**config.mk**
```make
export PLATFORM = sky130hd
export DESIGN_NAME = aurora_tx_port_arbiter
export DESIGN_NICKNAME = d
export VERILOG_FILES = /design/src/rtl/aurora_tx_arb_pkg.sv /design/src/rtl/aurora_tx_out_reg.sv /design/src/rtl/aurora_tx_port_arbiter.sv
export SDC_FILE = /design/constraint.sdc
export NUM_CORES = 1
export LEC_CHECK = 0
export ABC_AREA = 1
export CORE_AREA = 4 4 181 183
export DETAILED_ROUTE_END_ITERATION = 7
export DIE_AREA = 0 0 185 187
export DONT_BUFFER_PORTS = 1
export PLACE_DENSITY = 0.49
export SLEW_MARGIN = 20
export SYNTH_ARGS = -nofsm -noshare
export SYNTH_HDL_FRONTEND = slang
export SYNTH_SLANG_ARGS = --single-unit
```
**constraint.sdc**
```tcl
create_clock -name clk -period 2.9 [get_ports clk]
set_input_delay 0.29 -clock clk [delete_from_list [all_inputs] [get_ports clk]]
set_output_delay 0.29 -clock clk [all_outputs]
set_load 0.02 [all_outputs]
```
**src/rtl/aurora_tx_arb_pkg.sv**
```systemverilog
// Shared FSM state type, configuration limits and round-robin search helper
// for the Aurora TX port arbiter.
package aurora_tx_arb_pkg;

  typedef enum logic [1:0] {
    ST_IDLE   = 2'd0,
    ST_PASS   = 2'd1,
    ST_PAUSED = 2'd2
  } arb_state_e;

  localparam int MAX_PORTS  = 8;
  localparam int PORT_IDX_W = 3;
  localparam int NUM_CHDR_W = 4;
  localparam int CHDR_W_LIST [NUM_CHDR_W] = '{64, 128, 256, 512};

  typedef struct packed {
    logic                  found;
    logic [PORT_IDX_W-1:0] port;
  } rr_pick_t;

  function automatic bit chdr_w_legal(input int w);
    bit ok;
    ok = 1'b0;
    for (int k = 0; k < NUM_CHDR_W; k++)
      if (CHDR_W_LIST[k] == w) ok = 1'b1;
    return ok;
  endfunction

  // Walks last_grant+1, +2, ... and returns the first requester; scanning from
  // the far end lets the nearest hit overwrite earlier ones.
  function automatic rr_pick_t next_rr_port(input logic [MAX_PORTS-1:0]  req_mask,
                                            input logic [PORT_IDX_W-1:0] last_grant,
                                            input int                    num_ports);
    rr_pick_t pick;
    int       idx;
    pick = '0;
    for (int k = MAX_PORTS; k >= 1; k--) begin
      if (k <= num_ports) begin
        idx = (int'(last_grant) + k) % num_ports;
        if (req_mask[idx[PORT_IDX_W-1:0]]) begin
          pick.found = 1'b1;
          pick.port  = idx[PORT_IDX_W-1:0];
        end
      end
    end
    return pick;
  endfunction

endpackage

```
**src/rtl/aurora_tx_out_reg.sv**
```systemverilog
// Single-entry registered valid/ready stage driving the merged Aurora TX stream.
module aurora_tx_out_reg #(
  parameter int W = 64
) (
  input  logic         clk,
  input  logic         rst_n,
  input  logic [W-1:0] in_data,
  input  logic         in_last,
  input  logic         in_valid,
  output logic         in_ready,
  output logic [W-1:0] out_data,
  output logic         out_last,
  output logic         out_valid,
  input  logic         out_ready
);

  // Accept whenever the held beat is empty or leaving this cycle.
  assign in_ready = !out_valid || out_ready;

  always_ff @(posedge clk) begin
    if (!rst_n) begin
      out_valid <= 1'b0;
      out_last  <= 1'b0;
      out_data  <= '0;
    end else if (in_valid && in_ready) begin
      out_valid <= 1'b1;
      out_last  <= in_last;
      out_data  <= in_data;
    end else if (out_ready) begin
      out_valid <= 1'b0;
    end
  end

endmodule

```
**src/rtl/aurora_tx_port_arbiter.sv**
```systemverilog
// Packet-level round-robin merge of NUM_PORTS CHDR streams onto the Aurora TX stream.
// Define AURORA_TX_PAUSE_EN to add the pause_req/pause_active link-pause handshake.
module aurora_tx_port_arbiter
  import aurora_tx_arb_pkg::*;
#(
  parameter  int CHDR_W    = 64,
  parameter  int NUM_PORTS = 4,
  parameter  int CNT_W     = 32,
  localparam int GP_W      = (NUM_PORTS > 1) ? $clog2(NUM_PORTS) : 1
) (
  input  logic                        clk,
  input  logic                        rst_n,
  input  logic [NUM_PORTS-1:0]        port_enable,
  input  logic [NUM_PORTS*CHDR_W-1:0] s_axis_tdata,
  input  logic [NUM_PORTS-1:0]        s_axis_tlast,
  input  logic [NUM_PORTS-1:0]        s_axis_tvalid,
  output logic [NUM_PORTS-1:0]        s_axis_tready,
  output logic [CHDR_W-1:0]           m_axis_tdata,
  output logic                        m_axis_tlast,
  output logic                        m_axis_tvalid,
  input  logic                        m_axis_tready,
`ifdef AURORA_TX_PAUSE_EN
  input  logic                        pause_req,
  output logic                        pause_active,
`endif
  output logic [NUM_PORTS*CNT_W-1:0]  pkt_count,
  output logic [GP_W-1:0]             grant_port
);

  arb_state_e                        state_q, state_d;
  logic [GP_W-1:0]                   grant_q;
  logic [PORT_IDX_W-1:0]             last_q;
  logic [NUM_PORTS-1:0][CHDR_W-1:0]  port_data;
  logic [NUM_PORTS-1:0][CNT_W-1:0]   cnt_q;
  rr_pick_t                          pick;
  logic                              do_grant;
  logic [CHDR_W-1:0]                 sel_data;
  logic                              sel_last, sel_valid, sel_ready;
  logic                              take, eop;

  for (genvar i = 0; i < NUM_PORTS; i++) begin : g_port
    assign port_data[i] = s_axis_tdata[i*CHDR_W +: CHDR_W];
  end

  assign pick = next_rr_port(MAX_PORTS'(s_axis_tvalid & port_enable), last_q, NUM_PORTS);

  // Only the granted port feeds the output stage, and only while in PASS.
  assign sel_data  = port_data[grant_q];
  assign sel_last  = s_axis_tlast[grant_q];
  assign sel_valid = (state_q == ST_PASS) && s_axis_tvalid[grant_q];
  assign take      = sel_valid && sel_ready;
  assign eop       = take && sel_last;

  always_comb begin
    state_d  = state_q;
    do_grant = 1'b0;
    case (state_q)
      ST_IDLE: begin
        if (pick.found) begin
          state_d  = ST_PASS;
          do_grant = 1'b1;
        end
`ifdef AURORA_TX_PAUSE_EN
        // Pause is only honoured between packets, so it outranks a new grant here.
        if (pause_req) begin
          state_d  = ST_PAUSED;
          do_grant = 1'b0;
        end
`endif
      end
      ST_PASS: begin
        if (eop) state_d = ST_IDLE;
      end
`ifdef AURORA_TX_PAUSE_EN
      ST_PAUSED: begin
        if (!pause_req) state_d = ST_IDLE;
      end
`endif
      default: state_d = ST_IDLE;
    endcase
  end

  always_ff @(posedge clk) begin
    if (!rst_n) begin
      state_q <= ST_IDLE;
      grant_q <= '0;
      last_q  <= PORT_IDX_W'(NUM_PORTS - 1);
    end else begin
      state_q <= state_d;
      if (do_grant) begin
        grant_q <= GP_W'(pick.port);
        last_q  <= pick.port;
      end
    end
  end

  always_ff @(posedge clk) begin
    if (!rst_n) cnt_q <= '0;
    else if (eop) cnt_q[grant_q] <= cnt_q[grant_q] + CNT_W'(1);
  end

  always_comb begin
    s_axis_tready = '0;
    if (state_q == ST_PASS) s_axis_tready[grant_q] = sel_ready;
  end

  aurora_tx_out_reg #(.W(CHDR_W)) u_out_reg (
    .clk       (clk),
    .rst_n     (rst_n),
    .in_data   (sel_data),
    .in_last   (sel_last),
    .in_valid  (sel_valid),
    .in_ready  (sel_ready),
    .out_data  (m_axis_tdata),
    .out_last  (m_axis_tlast),
    .out_valid (m_axis_tvalid),
    .out_ready (m_axis_tready)
  );

  assign pkt_count  = cnt_q;
  assign grant_port = grant_q;
`ifdef AURORA_TX_PAUSE_EN
  assign pause_active = (state_q == ST_PAUSED);
`endif

endmodule

```
==> flow_summary.yaml, run 1 <==
power_and_ir_drop:
  seqPwrFrac: 0.389
  vdd_drop_max_v: 0.000561
  leakagePower_uw: 0.00535
  p_switching_uw: 5460
  switching_share: 0.466
  intPower_uw: 6260
  p_clk_frac: 0.217
  power_density_nw_per_um2: 979
  p_comb_frac: 0.395
timing:
  maxSlewViolCount: 0
  holdWs_ns: 0.0306
  post-route-min-period_ns: 2.57
  max_freq_mhz: 389
  max_slew_margin: 0.427
  worstMarginPinSlew_ns: 0.860
  setup_viol: 0
  setup_ws_ns: 0.328
  period_share: 0.887
  hold_viol: 0
  rsz0062_at_grt: "no"
  fin_skew_ns: 0.0128
  tns_ns: 0
synthesis:
  syn_avg_cell_area_um2: 6.46
  synth_top_cell_area_share: 0.362
  synthCells: 1704
  yosys-top-cells-area: "dfxtp_1 36%, nand2_1 16%, nor2_1 9.7%, inv_1 5.4%, a221oi_1 5.1%"
  yosys_warnings: 0
  synth_top_cell_by_area: "dfxtp_1"
  synth_nets: 1976
  ys_types: 35
  synth.ff_latch_count: 199
  synth-seq-area-share: 0.362
  netlist_area_um2: 11000
clock_tree:
  clock-sinks: 199
  cts_root_buffer: "clkbuf_16"
  clock_latency_ns: 0.45
  cts_tree: "built"
  cts-resized-gates: 0
  cts_made_buffers: 17
  clock_path_buffers: 2
  post_cts_buffers: 0
  clkTransAtPathRegs_ns: 0.08
  htreeDepth: 4
setup_path:
  crit_path_top_delay_cell: "dfxtp_2"
  start_kind: "flip-flop"
  path_delay_family: "simple AND/OR/NAND/NOR gates"
  arrival_ns: 2.91
  slowest_delay_ns: 0.36
  r2r_cells: 15
  crit_top_cell: "nand2_1"
  cp_num_buf_inv: 3
  path_cells: "inv_4, buf_4, nand2_1, nand2_1, nand2_1, nand2_1, nand2_1, nor2_1, nand2_1, nor2_1, nand2_1, nand2_1, nand3_1, nand2_1, inv_1"
  path_class: "flip-flop to flip-flop"
  r2r-end: "pkt_count[63]"
  timing.rr.start: "grant_port[0]"
  r2r_slack_ns: 0.33
  required_ns: 3.24
  cp-end-kind: "flip-flop"
  critical_path.max_fanout: 35
worst_hold_path:
  holdPathStages: 2
  worstHoldStart: "s_axis_tdata[231]"
  hold_end: "u_out_reg.out_data[39]"
  holdCritPathClass: "primary input to flip-flop"
finish:
  synthToLayoutAreaGrowth_pct: 8.76
  layout-drive-gt1-share: 0.0679
  n_fill_cell: 3377
  finalNetCount: 1923
  finalCoreUtilization: 0.383
placement:
  place_ws_ns: 0.331
  dp_hpwl_um: 35600
  gp_congestion: 0.933
  portBuffers: 0
drt:
  drcViolationCount: 0
  num_vias: 11100
  wire_per_inst_um: 22.8
  drtAntennaViolNets: 0
  drt-vias-per-instance: 5.39
  dr.pass1.iters: 7
  drt-total-wl_um: 47100
  drt-initial-drc-count: 895
die:
  start_util: 0.352
  fp.dieW_um: 185
  rows: 65
  die_area_um2: 34600
  ios: 471
  dieHeight_um: 187
  core_um2: 31200
grt:
  grt_pass1_vias: 10400
  globalRouteOverflowTotal: 0
  grt_usage: 0.262
  grt_max_degree: 95
  grt_pass1_wl_um: 69500
  antenna_found_initial: 3
job:
  drv_cap: 0
outcome:
  status: "complete, no violations"
worst register-to-register path, stage by stage (launching register included):
cell and delay [ns]:
dfxtp_2 0.36, inv_4 0.35, buf_4 0.36, nand2_1 0.08
nand2_1 0.08, nand2_1 0.05, nand2_1 0.19, nand2_1 0.11
nor2_1 0.15, nand2_1 0.10, nor2_1 0.23, nand2_1 0.09
nand2_1 0.13, nand3_1 0.09, nand2_1 0.07, inv_1 0.04
layout by cell type (no fill, tap or decap), drive strengths merged:
cell type | netlist | routed
nand2 | 469 | 469
nor2 | 299 | 299
dfxtp | 199 | 199
inv | 167 | 172
o21ai | 121 | 121
nand3 | 103 | 103
a21oi | 88 | 88
a22o | 64 | 64
a221oi | 64 | 64
buf | 53 | 35
clkbuf | 54 | 19
xor2 | 6 | 6
xnor2 | 4 | 4
clkinv | 1 | 4
diode | 0 | 3
o22ai | 3 | 3
bufinv | 0 | 3
nor3 | 2 | 2
a22oi | 2 | 2
clkinvlp | 0 | 2
o21a | 1 | 1
or2 | 1 | 1
o21bai | 1 | 1
o211ai | 1 | 1
ha | 1 | 1
layout make-up:
cell class / instances / area [µm²] / area share
tap: 402 / 503 / 0.0420
clock buffer: 19 / 433 / 0.0362
sequential: 199 / 3990 / 0.333
antenna: 3 / 7.51 / 0.000627
timing repair buffer: 35 / 358 / 0.0299
inverter: 168 / 633 / 0.0529
multi-input combinational: 1230 / 5880 / 0.491
clock inverter: 13 / 168 / 0.0140
cell families (layout without fill, tap and decap cells):
| family | after synthesis | count (layout) | share of synthesized area |
|---|---|---|---|
| AND/OR/NAND/NOR | 874 | 874 | 0.320 |
| other | 0 | 3 | 0 |
| flip-flops | 199 | 199 | 0.362 |
| adder cells (fa/ha/maj) | 1 | 1 | 0.00114 |
| XOR/XNOR | 10 | 10 | 0.00932 |
| AO/OA/AOI/OAI | 345 | 345 | 0.203 |
| buffers and inverters | 275 | 235 | 0.105 |
worst max-delay path by stage:
| stage | slack, ns | end | cells after the start | from |
|---|---|---|---|---|
| 6_report | 0.33 | pkt_count[63] | 15 | grant_port[0] |
| 2_1_floorplan | 0.73 | pkt_count[108] | 16 | grant_port[1] |
| 3_5_place_dp | 0.33 | pkt_count[102] | 9 | grant_port[1] |
| 4_1_cts | 0.32 | pkt_count[102] | 9 | grant_port[1] |
| 5_1_grt | 0.03 | pkt_count[63] | 15 | grant_port[0] |
| 3_3_place_gp | 0.34 | pkt_count[63] | 15 | grant_port[0] |
sequential cells by signal, indices dropped and copies added (netlist names):
register             flops
pkt_count              128
u_out_reg.out_data      64
grant_port               2
last_q                   2
state_q                  1
u_out_reg.out_last       1
u_out_reg.out_valid      1
cells in the mapped netlist:
library cell,instances
a22o_1,64
nor2_4,4
o21ai_1,29
a22oi_1,2
buf_1,9
or2_2,1
o21ai_0,92
a21oi_4,1
a21oi_1,87
dfxtp_1,199
inv_4,1
xnor2_1,4
buf_6,6
o22ai_1,3
nand2_1,456
nand3_1,102
xor2_2,2
o211ai_1,1
nand3_2,1
ha_1,1
nand2_2,12
xor2_1,4
nand2_4,1
o21bai_1,1
a221oi_1,64
clkbuf_1,54
clkinv_1,1
inv_1,157
nor2_1,283
nor3_1,2
buf_2,28
inv_2,9
buf_4,10
nor2_2,12
o21a_1,1
what timing repair did:
| item | 4_1_cts | 5_1_grt |
|---|---|---|
| hold endpoints to repair | 86 | 0 |
| endpoints found under the setup margin | 0 | 0 |
| hold buffers | 1 | 0 |
power by group through the flow:
stage	combinational (µW)	clock, µW	sequential [µW]
after floorplan	3490	0	4350
after global placement	4540	0	4640
after detailed placement	4600	0	4630
after CTS	4640	2600	4570
after global routing	5140	2710	4650
final	4620	2540	4560
through the flow:
step                std cells  cell area (µm²)  total power (µW)
floorplan                1704            11000              7840
global placement         2033            11300              9180
detailed placement       2033            11300              9230
CTS                      2066            12000             11800
global route             2068            12000             12500
finish                   2069            12000             11700
metal layers:
layer / part of all wire / vias to the layer above / track usage
li1: - / 5440 / -
met1: 0.41 / 5221 / 0.327
met2: 0.48 / 431 / 0.430
met3: 0.093 / 50 / 0.0961
met4: 0.021 / 0 / 0.0649
met5: 0 / - / 0
(Power assumes the default switching activity.)
==> run 2, diff against run 1 <==
==> constraint.sdc (replaced) <==
create_clock -name clk -period 2.9 [get_ports clk]
set_input_delay 0.145 -clock clk [delete_from_list [all_inputs] [get_ports clk]]
set_output_delay 0.145 -clock clk [all_outputs]
set_load 0.02 [all_outputs]
==> run 2 against run 1 <==
  * Core utilization is 4.0 points higher
  * Global-route usage is 0.87 points higher
  * Worst setup slack worse by 0.15 ns
  * Count of clock-buffer cells in the layout is 2 lower
  * Worst hold slack better by 0.050 ns
  * Cell area is 10% higher
  * Sequential share of layout area is 3.1 points lower
  * Fmax is 5.6% lower
  * First-iteration DRC count is 19% lower
  * Register-to-register slack worse by 0.15 ns
==> flow_summary.yaml, run 2 (synthesis results as in run 1) <==
outcome:
  status: "complete, no violations"
finish:
  largest_reg_flops: 128
  mostFrequentLayoutCells: "456 x nand2_1, 282 x nor2_1, 198 x dfxtp_1"
  finalNetCount: 2052
  mostFrequentLayoutCell: "nand2_1"
  layout-drive-gt1-share: 0.0641
  synthToLayoutAreaGrowth_pct: 20.1
  fin_area_um2: 13200
setup_path:
  r2r-end: "u_out_reg.out_data[30]"
  path_class: "flip-flop to flip-flop"
  start_kind: "flip-flop"
  cp-end-kind: "flip-flop"
  r2r_cells: 8
  arrival_ns: 3.04
  r2r_slack_ns: 0.17
  required_ns: 3.21
  timing.rr.start: "grant_port[1]"
  critical_path.max_fanout: 57
die:
  core_um2: 31200
  die_area_um2: 34600
  fp.dieW_um: 185
  dieHeight_um: 187
  rows: 65
  start_util: 0.352
  ios: 471
worst_hold_path:
  holdCritPathClass: "primary input to flip-flop"
  hold_end: "last_q[1]"
  worstHoldStart: "rst_n"
  holdPathStages: 2
clock_tree:
  clock_path_buffers: 2
  clkTransAtPathRegs_ns: 0.08
  cts_root_buffer: "clkbuf_16"
  clock-sinks: 199
  cts_tree: "built"
  cts_made_buffers: 17
  htreeDepth: 4
  clock_latency_ns: 0.45
drt:
  drcViolationCount: 0
  drt-initial-drc-count: 723
  num_vias: 11800
  drt-vias-per-instance: 5.36
  wire_per_inst_um: 22.1
  dr.pass1.iters: 7
  drtAntennaViolNets: 0
  drt-total-wl_um: 48600
timing:
  period_share: 0.940
  max_freq_mhz: 367
  rsz0062_at_grt: "no"
  tns_ns: 0
  setup_viol: 0
  fin_skew_ns: 0.0147
  worstMarginPinSlew_ns: 0.901
  setup_ws_ns: 0.174
  max_slew_margin: 0.400
  maxSlewViolCount: 0
  post-route-min-period_ns: 2.73
  hold_viol: 0
power_and_ir_drop:
  switching_share: 0.453
  p_clk_frac: 0.196
  p_comb_frac: 0.442
  p_switching_uw: 5710
  leakagePower_uw: 0.00588
  power_density_nw_per_um2: 955
  intPower_uw: 6900
  vdd_drop_max_v: 0.000440
  seqPwrFrac: 0.362
  power.total_uw: 12600
grt:
  grt_usage: 0.271
  grt_pass1_wl_um: 72400
  grt_pass1_vias: 11300
  globalRouteOverflowTotal: 0
  grt_max_degree: 108
  antenna_found_initial: 1
job:
  drv_cap: 0
placement:
  portBuffers: 0
  dp_hpwl_um: 35900
  place_ws_ns: 0.325
  placed_area_um2: 11300
  gp_congestion: 0.922
[run 2: cell types whose count changed in the layout (fill, tap and decap cells not counted), sizes merged]
cell / change
bufinv: -2
dlygate4sd3: +129
inv: +3
clkinv: +3
clkbuf: -2
clkinvlp: -2
[run 2: metal layers]
metal | vias to the layer above | wire (µm) | GRT usage | part of all wire
li1 | 5697 | - | - | -
met1 | 5545 | 19100 | 0.322 | 0.39
met2 | 488 | 23600 | 0.460 | 0.49
met3 | 54 | 4950 | 0.102 | 0.10
met4 | 0 | 964 | 0.0672 | 0.020
met5 | - | 0 | 0 | 0
[run 2: worst max path at each step]
stage | end | slack, ns | startpoint | cells after the start
finish | u_out_reg.out_data[30] | 0.17 | grant_port[1] | 8
floorplan | pkt_count[108] | 0.73 | grant_port[1] | 16
global route | u_out_reg.out_data[15] | 0.04 | grant_port[1] | 9
global placement | pkt_count[57] | 0.35 | grant_port[1] | 11
detailed placement | pkt_count[37] | 0.33 | grant_port[0] | 13
CTS | u_out_reg.out_data[60] | 0.23 | grant_port[1] | 8
[run 2: final cells by class]
class                   count  area, µm²
fillers                  3341      18000
multi-input cells        1230       5880
flip-flops and latches    199       3990
repair buffers            164       1620
inverters                 168        633
well taps                 402        503
clock buffers              17        425
clock inverters            15        164
diodes                      3       7.51
[run 2: through the flow]
stage | hold slack, ns | cells | util
CTS | 0.0867 | 2195 | 0.423
finish | 0.0808 | 2198 | 0.423
global route | 0.0972 | 2195 | 0.423
global placement | 0.266 | 2033 | 0.362
floorplan | 0.329 | 1704 | -
detailed placement | 0.276 | 2033 | 0.362
[run 2: what timing repair did]
item                                    in CTS  in global routing
resized for setup                            0                  1
endpoints found under the hold margin       92                  0
hold buffers                               130                  0
buffers inserted                             0                  0
endpoints found under the setup margin       0                  1
[run 2: power by group through the flow]
| stage | clock network, µW | registers, µW | logic [µW] |
|---|---|---|---|
| 6_report | 2470 | 4560 | 5580 |
| 5_1_grt | 2650 | 4650 | 6150 |
| 4_1_cts | 2520 | 4570 | 5550 |
| 3_5_place_dp | 0 | 4630 | 4580 |
| 3_3_place_gp | 0 | 4640 | 4530 |
| 2_1_floorplan | 0 | 4350 | 3490 |
[run 2: critical path: stages, from the launching register on]
cell and delay [ns]:
dfxtp_1 0.51, inv_2 0.12, nand2_1 0.17, inv_2 0.07, buf_4 0.30, a22o_1 0.27
a221oi_1 0.38, dlygate4sd3_1 0.64, a21oi_1 0.06
